## config.mk

```make
export PLATFORM = sky130hd
export DESIGN_NAME = m_mem_port
export DESIGN_NICKNAME = d
export VERILOG_FILES = /design/src/rtl/m_mem_port.sv
export SDC_FILE = /design/constraint.sdc
export NUM_CORES = 1
export LEC_CHECK = 0
export BUFFER_PORTS_ARGS = -buffer_cell sky130_fd_sc_hd__buf_2
export CORE_AREA = 4 4 95 97
export CTS_BUF_LIST = sky130_fd_sc_hd__clkbuf_4 sky130_fd_sc_hd__clkbuf_8
export DETAILED_ROUTE_END_ITERATION = 8
export DIE_AREA = 0 0 99 101
export PLACE_DENSITY = 0.8
export SYNTH_ARGS = -nofsm -noshare
export SYNTH_HDL_FRONTEND = slang
export SYNTH_SLANG_ARGS = --single-unit
```

## constraint.sdc

```tcl
create_clock -name clk -period 3.05 [get_ports clk]
set_input_delay 0.4575 -clock clk [delete_from_list [all_inputs] [get_ports clk]]
set_output_delay 0.4575 -clock clk [all_outputs]
set_load 0.005 [all_outputs]
```

## src/rtl/m_mem_port.sv

```systemverilog
// M-stage data-memory port: issues one request/ack bus access per load/store,
// stalls the pipeline while it is outstanding, and aligns/extends the data.
module m_mem_port #(
  parameter int unsigned TIMEOUT = 255
) (
  input  logic        clk,
  input  logic        reset,
  input  logic [31:0] Instr_in,
  input  logic [31:0] Result_in,
  input  logic [31:0] FWRD2rt_in,
  output logic        mem_req,
  output logic        mem_we,
  output logic [31:0] mem_addr,
  output logic [3:0]  mem_be,
  output logic [31:0] mem_wdata,
  input  logic        mem_ack,
  input  logic [31:0] mem_rdata,
  output logic        stall,
  output logic [31:0] load_data,
  output logic        addr_err,
  output logic        bus_err
);
  typedef enum logic [1:0] {IDLE = 2'd0, REQ = 2'd1, DONE = 2'd2} state_t;

  // Compared against the pre-increment count, so the last REQ cycle is the TIMEOUT-th.
  localparam logic [7:0] TO_LAST = 8'(TIMEOUT - 1);

  state_t      state_q, state_d;
  logic [7:0]  cnt_q, cnt_d;
  logic [31:0] load_data_q, load_data_d;

  logic        is_load, is_store, is_mem, sext, aligned;
  logic [1:0]  size;
  logic [1:0]  a;
  logic [3:0]  be;
  logic [31:0] wdata, ext;
  logic [7:0]  rbyte;
  logic [15:0] rhalf;
  logic        unused_instr;

  assign a            = Result_in[1:0];
  assign is_mem       = is_load | is_store;
  assign unused_instr = ^Instr_in[25:0];

  // size: 0 = byte, 1 = half, 2 = word
  always_comb begin
    is_load  = 1'b0;
    is_store = 1'b0;
    sext     = 1'b0;
    size     = 2'd0;
    case (Instr_in[31:26])
      6'h20: begin is_load  = 1'b1; sext = 1'b1; size = 2'd0; end
      6'h21: begin is_load  = 1'b1; sext = 1'b1; size = 2'd1; end
      6'h23: begin is_load  = 1'b1;              size = 2'd2; end
      6'h24: begin is_load  = 1'b1;              size = 2'd0; end
      6'h25: begin is_load  = 1'b1;              size = 2'd1; end
      6'h28: begin is_store = 1'b1;              size = 2'd0; end
      6'h29: begin is_store = 1'b1;              size = 2'd1; end
      6'h2B: begin is_store = 1'b1;              size = 2'd2; end
      default: ;
    endcase
  end

  always_comb begin
    rbyte   = mem_rdata[{a, 3'b000} +: 8];
    rhalf   = a[1] ? mem_rdata[31:16] : mem_rdata[15:0];
    aligned = 1'b1;
    be      = 4'b0001 << a;
    wdata   = {4{FWRD2rt_in[7:0]}};
    ext     = {{24{sext & rbyte[7]}}, rbyte};
    case (size)
      2'd2: begin
        aligned = (a == 2'b00);
        be      = 4'b1111;
        wdata   = FWRD2rt_in;
        ext     = mem_rdata;
      end
      2'd1: begin
        aligned = ~a[0];
        be      = a[1] ? 4'b1100 : 4'b0011;
        wdata   = {2{FWRD2rt_in[15:0]}};
        ext     = {{16{sext & rhalf[15]}}, rhalf};
      end
      default: ;
    endcase
  end

  always_comb begin
    state_d     = state_q;
    cnt_d       = cnt_q;
    load_data_d = load_data_q;
    mem_req     = 1'b0;
    stall       = 1'b0;
    addr_err    = 1'b0;
    bus_err     = 1'b0;
    case (state_q)
      IDLE: begin
        if (is_mem && aligned) begin
          mem_req = 1'b1;
          stall   = 1'b1;
          cnt_d   = 8'd0;
          state_d = REQ;
        end else if (is_mem) begin
          addr_err = 1'b1;
        end
      end
      REQ: begin
        mem_req = 1'b1;
        stall   = 1'b1;
        if (mem_ack) begin
          if (is_load) load_data_d = ext;
          state_d = DONE;
        end else if (cnt_q == TO_LAST) begin
          bus_err = 1'b1;
          state_d = DONE;
        end else begin
          cnt_d = cnt_q + 8'd1;
        end
      end
      // Always leave DONE so the instruction still sitting on Instr_in is not re-issued.
      DONE:    state_d = IDLE;
      default: state_d = IDLE;
    endcase
    // The flops clear asynchronously, but IDLE would re-request off a held instruction.
    if (reset) begin
      mem_req  = 1'b0;
      stall    = 1'b0;
      addr_err = 1'b0;
      bus_err  = 1'b0;
    end
  end

  assign mem_we    = mem_req & is_store;
  assign mem_addr  = mem_req ? {Result_in[31:2], 2'b00} : 32'd0;
  assign mem_be    = mem_req ? be : 4'd0;
  assign mem_wdata = (mem_req && is_store) ? wdata : 32'd0;
  assign load_data = load_data_q;

  always_ff @(posedge clk or posedge reset) begin
    if (reset) begin
      state_q     <= IDLE;
      cnt_q       <= 8'd0;
      load_data_q <= 32'd0;
    end else begin
      state_q     <= state_d;
      cnt_q       <= cnt_d;
      load_data_q <= load_data_d;
    end
  end
endmodule
```

==> flow_metrics.tcl <==
set metrics [dict create \
    setup_viol 0 \
    dp_hpwl_mm 10.1 \
    multi_input_area_mm2 0.00227 \
    period_share 0.962 \
    reg2reg_setup_slack_ns 1.10 \
    overflow 0 \
    worstPathArrival_ns 2.48 \
    synthArstFlopShare 1.00 \
    vdd_ir_drop_max_v 0.000213 \
    critPathLaunch "Instr_in[30]" \
    utilization 0.595 \
    synth_edf_count 0 \
    avgSynthCellArea_um2 8.31 \
    synth.distinct_cells 51 \
    die_x_um 99 \
    p_leak_nw 2.75 \
    wl_per_cell_um 17.9 \
    min_path_type "primary input to async pin" \
    dr.pass1.iters 5 \
    cts_tree "yes" \
    worstPathRequired_ns 2.59 \
    netlist.area_leader.share 0.300 \
    grt_max_degree 46 \
    detail-route-antenna-nets 0 \
    start_util 0.430 \
    diodes 0 \
    period_minus_slack_ns 2.93 \
    io_buffers 207 \
    cp-end-kind "primary output" \
    reg2reg_from "state_q[1]" \
    clock_path_buffers 2 \
    fill_cells 726 \
    drive_above_1_share 0.455 \
    design_area_mm2 0.00484 \
    antenna_found_initial 0 \
    htree_num_levels 2 \
    synth_area_leaders "dfrtp_1 30%, and3_1 5.9%, nand2_1 4.7%" \
    post_cts_buffers 0 \
    ff_latch_area_mm2 0.00105 \
    clock.fmax_mhz 341 \
    startpoint_type "primary input" \
    finClkSkew_ns 0.00972 \
    syn-instance-count 421 \
    status "complete, no violations" \
    yosysMostFrequentCell "nand2_1" \
    io_pins 236 \
    p_total_mw 1.57 \
    crit_fanout 21 \
    placed_area_mm2 0.00467 \
    num_rows 33 \
    grt_pass1_vias 3920 \
    insertion_delay_ns 0.29 \
    grt_pass1_wl_mm 19.8 \
    place_congestion 0.965 \
    worst_pin_slew_ns 0.795 \
    viasPerCell 5.67 \
    vias 4100 \
    cts.repair.resized 0 \
    worstSetupPathType "primary input to primary output" \
    gr-usage-all-layers 0.243 \
    hold_viol 0 \
    root_buffer "clkbuf_8" \
    die_height_um 101 \
    slew_viol_final 0 \
    drv_cap 0 \
    relSlewSlack 0.465 \
    nets 752 \
    dr.first_iter.drc_count 297 \
    area_growth_syn_to_layout_pct 38.4 \
    synth_ff_type "dfrtp_1" \
    clkTransAtPathRegs_ns 0.08 \
    synth_seq_cells 42 \
    synth_top_cell_by_area "dfrtp_1" \
    coreArea_mm2 0.00813 \
    pwr_density_cell_mw_per_mm2 325 \
    dieArea_mm2 0.0100 \
    ctsHoldBuffers 0 \
    synthTopCellsByCount "44 x nand2_1, 42 x dfrtp_1, 35 x nor2_1" \
    timing.setup.tns_ns 0 \
    synth_warnings 0 \
    wl_mm 12.9 \
    ys_seq_area_frac 0.300 \
    drc 0 \
    synthesis.area_mm2 0.00350 \
    cts.sinks 42 \
    cts_buffers 5 \
]
==> metrics by stage <==
stage	hold slack (ns)	std cells	worst slack [ns]
finish	0.339	723	0.117
global placement	0.457	714	0.135
CTS	0.355	722	0.0675
floorplan	0.473	422	0.142
global route	0.379	723	-0.0748
detailed placement	0.477	714	0.0681
==> state kept, by name (all words and copies together) (netlist names) <==
signal,flops
load_data,32
cnt_q,8
state_q,2
==> cells by family after synthesis <==
| group | count (synthesis) | synth area share |
|---|---|---|
| flops | 42 | 0.300 |
| fa+ha+maj | 4 | 0.0143 |
| other cells | 1 | 0.00107 |
| simple gates | 194 | 0.307 |
| compound gates | 99 | 0.205 |
| buf+inv | 53 | 0.0654 |
| xor+xnor | 1 | 0.00250 |
| mux | 27 | 0.105 |
==> critical path, stage by stage <==
cell	delay, ns
buf_2	0.10
nor2b_1	0.23
nand3_2	0.16
inv_1	0.09
ha_1	0.20
buf_6	0.22
nor2_1	0.07
nor2_2	0.12
buf_6	0.14
a22oi_1	0.09
nor4_1	0.31
buf_4	0.17
buf_2	0.11
==> final cells by class <==
class,instances,share of cell area
multi-input cells,327,0.469
repair buffers,230,0.258
flip-flops and latches,42,0.217
well taps,105,0.0271
clock buffers,7,0.0186
inverters,11,0.00853
clock inverters,1,0.00181
==> where the power goes <==
part | leakage [nW] | internal, mW | switching (mW)
Combinational | 2.13 | 0.245 | 0.255
Clock | 0.0523 | 0.196 | 0.191
Sequential | 0.569 | 0.631 | 0.0571
Total | 2.75 | 1.07 | 0.503
==> layout by cell type, fill, tap and decap left out, drive strengths merged, types with 12 or more instances in the layout <==
master / instances
buf: 229
o21ai: 21
inv: 12
nor2b: 12
mux2i: 13
nand2: 44
a21oi: 14
a22oi: 18
nor2: 35
and3: 33
nand3: 33
dfrtp: 42
==> final timing paths <==
| path | end | cells after the start |
|---|---|---|
| worst max-delay path | mem_wdata[9] | 13 |
| worst min-delay path | cnt_q[2] | 3 |
| worst max register to register | load_data[14] | 5 |
| worst min register to register | load_data[3] | 2 |
| max in group asynchronous | load_data[13] | 3 |
| min in group clk | state_q[1] | 3 |
==> routing by layer <==
layer	track usage	wire [um]
met5	0	0
met3	0.0457	946
met4	0.0725	328
met1	0.309	5190
met2	0.420	6450
Power figures use the tool's default switching activity.
